==> src/rtl/ppu_pkg.sv <==
// Shared types and address map for the PPU video-memory port and OAM DMA.
package ppu_pkg;

  typedef enum logic [1:0] {
    PPU_H_BLANK = 2'd0,
    PPU_V_BLANK = 2'd1,
    PPU_SCAN    = 2'd2,
    PPU_DRAW    = 2'd3
  } PPU_STATES_t;

  typedef enum logic [1:0] {
    DMA_IDLE,
    DMA_START,
    DMA_READ,
    DMA_WRITE
  } DMA_STATES_t;

  typedef enum logic [1:0] {
    OWNER_NONE,
    OWNER_PPU,
    OWNER_CPU
  } OWNER_t;

  localparam logic [15:0] VRAM_BASE = 16'h8000;
  localparam logic [15:0] VRAM_END  = 16'h9FFF;
  localparam logic [15:0] OAM_BASE  = 16'hFE00;
  localparam logic [15:0] OAM_END   = 16'hFE9F;
  localparam logic [15:0] DMA_REG   = 16'hFF46;

  // Echo-RAM pages E0-FF alias work RAM at C0-DF.
  function automatic logic [7:0] dma_src_fold(input logic [7:0] hi);
    return (hi >= 8'hE0) ? (hi - 8'h20) : hi;
  endfunction

endpackage

==> src/rtl/ppu_oam_dma.sv <==
// OAM DMA sequencer: copies DMA_LEN bytes from {src_hi, idx} into OAM, one read/write pair per byte.
module ppu_oam_dma
  import ppu_pkg::*;
#(
  parameter int unsigned DMA_LEN         = 160,
  parameter int unsigned DMA_START_DELAY = 1,
  parameter logic [15:0] DST_BASE        = 16'hFE00
) (
  input  logic        clk,
  input  logic        rst,
  input  logic        i_trig,
  input  logic [7:0]  i_trig_data,
  input  logic        i_grant,
  input  logic [7:0]  i_src_data,
  output logic        o_req,
  output logic [15:0] o_dst_addr,
  output logic [7:0]  o_wdata,
  output logic [15:0] o_src_addr,
  output logic        o_src_rd,
  output logic        o_active
);

  localparam logic [7:0] LAST_IDX = 8'(DMA_LEN - 1);
  localparam logic [7:0] DLY_LAST = 8'(DMA_START_DELAY - 1);

  DMA_STATES_t r_state;
  logic [7:0]  r_idx;
  logic [7:0]  r_src_hi;
  logic [7:0]  r_data;
  logic [7:0]  r_dly;
  logic        r_first;
  logic        r_active;

  // Source data is only valid in the first WRITE cycle; later (stalled) cycles use the latched copy.
  logic [7:0] w_byte;
  assign w_byte = r_first ? i_src_data : r_data;

  always_ff @(posedge clk) begin
    if (rst) begin
      r_state  <= DMA_IDLE;
      r_idx    <= '0;
      r_src_hi <= '0;
      r_data   <= '0;
      r_dly    <= '0;
      r_first  <= 1'b0;
      r_active <= 1'b0;
    end else begin
      if (r_first) begin
        r_data  <= i_src_data;
        r_first <= 1'b0;
      end
      if (i_trig) begin
        r_src_hi <= dma_src_fold(i_trig_data);
        r_idx    <= '0;
        r_dly    <= '0;
        r_active <= 1'b1;
        r_state  <= DMA_START;
      end else begin
        case (r_state)
          DMA_IDLE: ;
          DMA_START: begin
            if (r_dly == DLY_LAST) r_state <= DMA_READ;
            else                   r_dly   <= r_dly + 8'd1;
          end
          DMA_READ: begin
            r_state <= DMA_WRITE;
            r_first <= 1'b1;
          end
          DMA_WRITE: begin
            if (i_grant) begin
              if (r_idx == LAST_IDX) begin
                r_state  <= DMA_IDLE;
                r_active <= 1'b0;
              end else begin
                r_idx   <= r_idx + 8'd1;
                r_state <= DMA_READ;
              end
            end
          end
          default: r_state <= DMA_IDLE;
        endcase
      end
    end
  end

  assign o_req      = (r_state == DMA_WRITE);
  assign o_dst_addr = DST_BASE + {8'h00, r_idx};
  assign o_wdata    = w_byte;
  assign o_src_addr = {r_src_hi, r_idx};
  assign o_src_rd   = (r_state == DMA_READ);
  assign o_active   = r_active;

endmodule

==> src/rtl/ppu_mem_arbiter.sv <==
// Video-memory port arbiter: PPU > OAM DMA > CPU, with PPU-mode CPU locks and read-return steering.
module ppu_mem_arbiter
  import ppu_pkg::*;
#(
  parameter int unsigned DMA_LEN         = 160,
  parameter int unsigned DMA_START_DELAY = 1,
  parameter logic [15:0] OAM_BASE        = 16'hFE00
) (
  input  logic        clk,
  input  logic        rst,
  input  logic [15:0] ADDR,
  input  logic        RD,
  input  logic        WR,
  input  logic [7:0]  MMIO_DATA_out,
  output logic [7:0]  MMIO_DATA_in,
  output logic        CPU_SEL,
  input  logic [1:0]  PPU_MODE,
  input  logic        PPU_RD,
  input  logic [15:0] PPU_ADDR,
  output logic [7:0]  PPU_DATA_in,
  output logic [15:0] VMEM_ADDR,
  output logic        VMEM_RD,
  output logic        VMEM_WR,
  output logic [7:0]  VMEM_WDATA,
  input  logic [7:0]  VMEM_RDATA,
  output logic [15:0] DMA_SRC_ADDR,
  output logic        DMA_SRC_RD,
  input  logic [7:0]  DMA_SRC_DATA,
  output logic        DMA_ACTIVE
);

  PPU_STATES_t w_mode;
  logic        w_vram_hit, w_oam_hit, w_hit;
  logic        w_vram_lock, w_oam_lock, w_cpu_ok;
  logic        w_ppu_gnt, w_dma_req, w_dma_gnt, w_cpu_gnt, w_trig;
  logic [15:0] w_dma_addr;
  logic [7:0]  w_dma_wdata, w_mmio;

  OWNER_t      r_owner;
  logic        r_cpu_sel, r_cpu_drop;
  logic [7:0]  r_mmio;

  assign w_mode      = PPU_STATES_t'(PPU_MODE);
  assign w_vram_hit  = (ADDR >= VRAM_BASE) && (ADDR <= VRAM_END);
  assign w_oam_hit   = (ADDR >= ppu_pkg::OAM_BASE) && (ADDR <= OAM_END);
  assign w_hit       = w_vram_hit || w_oam_hit;
  assign w_vram_lock = (w_mode == PPU_DRAW) || DMA_ACTIVE;
  assign w_oam_lock  = (w_mode == PPU_SCAN) || (w_mode == PPU_DRAW) || DMA_ACTIVE;
  assign w_cpu_ok    = (w_vram_hit && !w_vram_lock) || (w_oam_hit && !w_oam_lock);
  assign w_trig      = WR && (ADDR == DMA_REG);

  assign w_ppu_gnt = !rst && PPU_RD && ((w_mode == PPU_SCAN) || (w_mode == PPU_DRAW));
  assign w_dma_gnt = !rst && w_dma_req && !w_ppu_gnt;
  assign w_cpu_gnt = !rst && (RD || WR) && w_cpu_ok && !w_ppu_gnt && !w_dma_gnt;

  ppu_oam_dma #(
    .DMA_LEN         (DMA_LEN),
    .DMA_START_DELAY (DMA_START_DELAY),
    .DST_BASE        (OAM_BASE)
  ) u_dma (
    .clk         (clk),
    .rst         (rst),
    .i_trig      (w_trig),
    .i_trig_data (MMIO_DATA_out),
    .i_grant     (w_dma_gnt),
    .i_src_data  (DMA_SRC_DATA),
    .o_req       (w_dma_req),
    .o_dst_addr  (w_dma_addr),
    .o_wdata     (w_dma_wdata),
    .o_src_addr  (DMA_SRC_ADDR),
    .o_src_rd    (DMA_SRC_RD),
    .o_active    (DMA_ACTIVE)
  );

  always_comb begin
    VMEM_ADDR  = '0;
    VMEM_RD    = 1'b0;
    VMEM_WR    = 1'b0;
    VMEM_WDATA = '0;
    if (w_ppu_gnt) begin
      VMEM_ADDR = PPU_ADDR;
      VMEM_RD   = 1'b1;
    end else if (w_dma_gnt) begin
      VMEM_ADDR  = w_dma_addr;
      VMEM_WR    = 1'b1;
      VMEM_WDATA = w_dma_wdata;
    end else if (w_cpu_gnt) begin
      VMEM_ADDR  = ADDR;
      VMEM_RD    = RD;
      VMEM_WR    = WR;
      VMEM_WDATA = MMIO_DATA_out;
    end
  end

  // CPU read data persists in r_mmio until the next CPU read; a dropped read forces FF.
  assign w_mmio = (r_owner == OWNER_CPU) ? VMEM_RDATA :
                  r_cpu_drop             ? 8'hFF      : r_mmio;

  always_ff @(posedge clk) begin
    if (rst) begin
      r_owner    <= OWNER_NONE;
      r_cpu_sel  <= 1'b0;
      r_cpu_drop <= 1'b0;
      r_mmio     <= '1;
    end else begin
      r_owner    <= w_ppu_gnt             ? OWNER_PPU :
                    (w_cpu_gnt && RD)     ? OWNER_CPU : OWNER_NONE;
      r_cpu_sel  <= (RD || WR) && w_hit;
      r_cpu_drop <= RD && w_hit && !w_cpu_gnt;
      r_mmio     <= w_mmio;
    end
  end

  assign MMIO_DATA_in = w_mmio;
  assign PPU_DATA_in  = (r_owner == OWNER_PPU) ? VMEM_RDATA : 8'hFF;
  assign CPU_SEL      = r_cpu_sel;

endmodule

==> config.mk <==
export PLATFORM = sky130hd
export DESIGN_NAME = ppu_mem_arbiter
export DESIGN_NICKNAME = d
export VERILOG_FILES = /design/src/rtl/ppu_pkg.sv /design/src/rtl/ppu_oam_dma.sv /design/src/rtl/ppu_mem_arbiter.sv
export SDC_FILE = /design/constraint.sdc
export NUM_CORES = 1
export LEC_CHECK = 0
export BUFFER_PORTS_ARGS = -buffer_cell sky130_fd_sc_hd__buf_2
export CAP_MARGIN = 10
export CELL_PAD_IN_SITES_DETAIL_PLACEMENT = 1
export CELL_PAD_IN_SITES_GLOBAL_PLACEMENT = 2
export CORE_MARGIN = 2
export CORE_UTILIZATION = 25
export DETAILED_ROUTE_END_ITERATION = 8
export PLACE_DENSITY_LB_ADDON = 0.1
export SYNTH_ARGS = -nofsm -noshare
export SYNTH_HDL_FRONTEND = slang
export SYNTH_SLANG_ARGS = --single-unit
==> constraint.sdc <==
create_clock -name clk -period 2.5 [get_ports clk]
set_clock_uncertainty 0.15 [all_clocks]
set_input_delay 0.375 -clock clk [delete_from_list [all_inputs] [get_ports clk]]
set_output_delay 0.375 -clock clk [all_outputs]
set_load 0.02 [all_outputs]
======== Yosys cells after proc, flatten, opt, wreduce, memory -nomap -nowiden ========
Cells that the tools add are included.
storage, ports and cells
  output and inout port bits .............. 61
  register bits ........................... 48
  bits of input ports ..................... 63
cells by class
  equality and inequality tests ........... 13
  mux-type cells .......................... 29
  bitwise logic cells ..................... 2
  magnitude comparators ................... 5
  reduce and logical (&&, ||, !) cells .... 42
  add/sub/neg operators ................... 4
operators by type and width
  kind                                                    number
  two-way mux 8 bit                                       8
  two-way mux 16 bit                                      3
  >= comparator 16 bit, second input constant             2
  less-or-equal comparator 16 bit, second input constant  2
  logical AND 1 bit                                       17
  adder 8 x 1 -> 8 bit, second input constant             2
  equality test 16 bit, second input constant             1
  two-way mux 1 bit                                       13
  AND reduction 3 bit                                     4
  adder 10 x 9 -> 11 bit, first input constant            1
  equality test 2 bit, second input constant              5
  equality test 8 bit, second input constant              1
  >= comparator 8 bit, second input constant              1
  zero test 8 bit                                         1
  two-way mux 2 bit                                       4
  subtractor 8 x 6 -> 8 bit, second input constant        1
  zero test 1 bit                                         6
  logical OR 1 bit                                        6
  != test 3 x 1 -> 1 bit, second input constant           2
  case mux 2 bit (3 select lines)                         1
  nonzero test 2 bit                                      3
  equality test 2 x 1 -> 1 bit, second input constant     2
  != test 2 x 1 -> 1 bit, second input constant           2
  nonzero test 4 bit                                      1
  4 further kinds                                         6

======== Depth between registers and ports, before layout ========
  word-level depth ........................ 12
  mapped depth ............................ 7
  mapped depth without buffers ............ 6

======== By module ========
A second synthesis with hierarchy kept.
second synthesis, totals
  cells, all modules ...................... 318
  area total of the unflattened synthesis .. 2,741.4 sq um
modules (own cells, without submodules)
  module           area an instance (sq um)  instances  cells each
  ppu_oam_dma      1,735.4                   1          191
  ppu_mem_arbiter  1,006.0                   1          127

======== Worst setup path after synthesis ========
No wires, ideal clock.
  path type ............................... reg2out
  from .................................... reg u_dma.r_state[0]
  to ...................................... out VMEM_ADDR[13]
  buffers on the path ..................... 0
  arrival ................................. 1,686 ps
  cell stages (with the launch flop) ...... 5
  required time ........................... 1,975 ps
  slack ................................... 289 ps
  cell sequence ........................... dfxtp_1 ha_1 nor4_2 o211ai_2 a211oi_1
on the way
  longest elaborated chain between the ends .. 8
ends and longest elaborated chain
  what                                 RTL line               text
  start: declaration                   ppu_oam_dma.sv:26      DMA_STATES_t r_state;
  start signal: assignment             ppu_oam_dma.sv:40      r_state <= DMA_IDLE;
  start signal: assignment             ppu_oam_dma.sv:57      r_state <= DMA_START;
  start signal: assignment             ppu_oam_dma.sv:62      if (r_dly == DLY_LAST) r_state <= DMA_READ;
  equality test 2 bit (*)              ppu_oam_dma.sv:86      assign o_req = (r_state == DMA_WRITE);
  logical AND 1 bit (*) (2 in series)  ppu_mem_arbiter.sv:53  assign w_dma_gnt = !rst && w_dma_req && !w_ppu_gnt;
  zero test 1 bit                      ppu_mem_arbiter.sv:54  assign w_cpu_gnt = !rst && (RD || WR) && w_cpu_ok && !w_ppu_gnt && !w_dma_gnt;
  logical AND 1 bit                    ppu_mem_arbiter.sv:54
  two-way mux 16 bit                   ppu_mem_arbiter.sv:87  end else if (w_cpu_gnt) begin
  two-way mux 16 bit (*)               ppu_mem_arbiter.sv:83  end else if (w_dma_gnt) begin
  two-way mux 16 bit (*)               ppu_mem_arbiter.sv:80  if (w_ppu_gnt) begin
  end: declaration                     ppu_mem_arbiter.sv:21  output logic [15:0] VMEM_ADDR,
Mark *: on every way between the ends. The rest lies on a longest branch, timed or not.

======== Worst setup path after layout ========
Same ends and word-level chain as after synthesis.

==> flow_metrics.env <==
export IMPL_routedWlPerCell_um=15.0
export IMPL_path_max_fanout=11
export IMPL_grt_usage_pct=15.3
export IMPL_synth_flop_cell="dfxtp_1"
export IMPL_synth_area_sq_um=2630
export IMPL_gr_total_overflow=0
export IMPL_dr_first_iter_drc_count=97
export IMPL_post_route_min_period_ns=2.42
export IMPL_hold_start="MMIO_DATA_out[0]"
export IMPL_synth_top_area_share_pct=36.6
export IMPL_syn_avg_cell_area_sq_um=8.45
export IMPL_cpPeakStageDelay_ns=0.37
export IMPL_hp_class="in2reg"
export IMPL_cp_startpoint="u_dma.r_state[0]"
export IMPL_antenna_found_initial=0
export IMPL_grt_pass1_wl_um=13800
export IMPL_setup_tns_final_ns=0
export IMPL_root_buffer="clkbuf_8"
export IMPL_ir_worst_vdd_v=0.000189
export IMPL_hold_viol_final=0
export IMPL_cp_required_ns=1.98
export IMPL_grt_start_max_net_pins=18
export IMPL_place_ws_ns=0.148
export IMPL_cp_top_family="buffers and inverters"
export IMPL_postLayoutCoreUtil_pct=36.1
export IMPL_timing_rr_end="u_dma.r_idx[5]"
export IMPL_die_area_sq_um=11400
export IMPL_gp_congestion=0.737
export IMPL_synth_edf_count=0
export IMPL_hpwl_um=6910
export IMPL_multi_input_area_sq_um=1540
export IMPL_clockBufferDepth=2
export IMPL_crit_path_top_delay_cell="dfxtp_4"
export IMPL_finalSetupViolations=0
export IMPL_cts_tree="yes"
export IMPL_core_sq_um=10300
export IMPL_ys_seq_area_share_pct=36.6
export IMPL_worstMarginPinSlew_ns=0.690
export IMPL_numCtsBuffers=5
export IMPL_max_clock_freq_ghz=0.413
export IMPL_path_depth=7
export IMPL_synth_seq_cells=48
export IMPL_crit_end="VMEM_ADDR[13]"
export IMPL_fp_dieW_um=107
export IMPL_worst_r2r_cell_count=5
export IMPL_ff_latch_area_sq_um=966
export IMPL_syn_inst=311
export IMPL_area_growth_pct=41.1
export IMPL_reg2reg_slack_ns=0.42
export IMPL_finalNetCount=519
export IMPL_ys_warn_count=0
export IMPL_grt_pass1_vias=2652
export IMPL_maxSlewHeadroom_pct=53.4
export IMPL_fillers=1276
export IMPL_synth_cell_types=57
export IMPL_dr_total_vias=2742
export IMPL_synth_nets=382
export IMPL_outcome="completed"
export IMPL_rows=37
export IMPL_drc=0
export IMPL_first_pass_iters=4
export IMPL_rsz0062_at_grt="yes"
export IMPL_crit_type="reg2out"
export IMPL_cp_arrival_ns=1.90
export IMPL_end_kind="output pin"
export IMPL_die_h_um=107
export IMPL_synth_commonest_cells="dfxtp_1 (48), nor2_1 (37), nand2_1 (21)"
export IMPL_crit_buf_inv=3
export IMPL_htreeDepth=2
export IMPL_synthArstFlopShare_pct=0
export IMPL_leakagePower_nw=1.64
export IMPL_fin_ws_ns=0.0765
export IMPL_initial_utilization_pct=25.6
export IMPL_startpoint_type="register"
export IMPL_cts_sinks=48
export IMPL_finalCritPeriodShare_pct=96.9
export IMPL_pin_count=124
export IMPL_maxSlewViolCount=0
export IMPL_powerDensity_nw_per_um2=440
export IMPL_drt_wl_total_um=8790
export IMPL_drv_cap=0
export IMPL_drive_above_1_share_pct=38.1
export IMPL_worst_skew_pair_late_latency_ns=0.30
export IMPL_port_buffers=123
export IMPL_antenna_cells=0
export IMPL_holdBufCountCts=0
export IMPL_viasPerCell=4.69
export IMPL_drt_antenna_violating_nets=0
export IMPL_synth_top_area_cell="dfxtp_1"
export IMPL_crit_chain="ha_2 -> buf_4 -> and2_1 -> buf_8 -> nor2_1 -> a211oi_2 -> buf_2"
export IMPL_synthTopCellsByArea="dfxtp_1 (37%), nor2_1 (5.3%), nand2b_1 (4.3%), mux2i_1 (4.2%), ha_1 (3.8%)"
export IMPL_reg2reg_from="u_dma.r_idx[0]"
export IMPL_synth_most_common_cell="dfxtp_1"
export IMPL_clkTransAtPathRegs_ns=0.09
layer usage:
metal	vias up	GRT usage [%]	part of all wire (%)
met5	-	0	0
met4	0	2.78	0.50
met3	2	2.39	5.1
met2	64	27.3	49
met1	1284	19.5	45
li1	1392	-	-
worst min-delay path by stage:
stage / to / slack, ns / cells past startpoint
floorplan: u_dma.r_data[0] / 0.31 / 2
global placement: u_dma.r_src_hi[4] / 0.31 / 1
detailed placement: u_dma.r_src_hi[0] / 0.31 / 1
CTS: u_dma.r_src_hi[0] / 0.14 / 2
global route: u_dma.r_src_hi[0] / 0.14 / 2
finish: u_dma.r_src_hi[0] / 0.15 / 2
sequential cells by signal, summed over array words and instances (netlist names):
signal,cells
CPU_SEL,1
u_dma.r_first,1
u_dma.r_data,8
u_dma.r_dly,8
u_dma.r_state,2
u_dma.r_src_hi,8
r_cpu_drop,1
r_owner,2
u_dma.o_active,1
u_dma.r_idx,8
r_mmio,8
per-stage QoR:
step / power [W] / instances / hold WS, ns / area, sq um
2_1_floorplan: 0.000873 / 311 / 0.306 / 2630
5_1_grt: 0.00171 / 585 / 0.137 / 3710
3_5_place_dp: 0.000975 / 572 / 0.310 / 3480
6_report: 0.00163 / 585 / 0.152 / 3710
4_1_cts: 0.00167 / 580 / 0.142 / 3630
3_3_place_gp: 0.000973 / 572 / 0.308 / 3480
report_power, final:
group	switching [W]	leakage (nW)	internal (W)
combinational	0.000107	1.19	0.0000829
sequential	0.00000134	0.388	0.000766
clock	0.000273	0.0687	0.000403
area by class of cell:
cell class	count	area share [%]
well taps	136	4.59
clock buffers	5	1.86
inverters	17	1.72
repair buffers	146	22.3
clock inverters	3	1.86
multi-input cells	230	41.6
flip-flops and latches	48	26.0
logic make-up after synthesis:
kind of cell,share of synthesized area [%]
xor+xnor,2.33
fa+ha+maj,3.81
buf+inv,5.71
flops,36.6
compound gates,23.3
simple gates,24.1
mux,4.19
worst reg2reg max path: stages (launching register included):
cell and delay, ns:
dfxtp_1 0.44, ha_1 0.29, nand4_1 0.16, o311ai_0 0.66, or4_1 0.20, a21oi_1 0.06
layout by cell type (no fill, tap or decap), drive strengths merged, types with 6 or more instances in the layout:
cell      n
a21oi    13
a22o      9
buf     146
dfxtp    48
ha        8
inv      18
mux2i    11
nand2    21
nand2b   18
nand3     8
nand4     6
nor2     37
o21ai    25
xor2      6
timing repair:
item                                   in CTS  in global routing
endpoints found under the hold margin       0                  0
setup endpoints to repair                  21                  7
buffers inserted                            0                  5
resized for setup                           5                  7
pin swaps                                   0                  2
No activity file was read; power rests on OpenSTA's default activity.
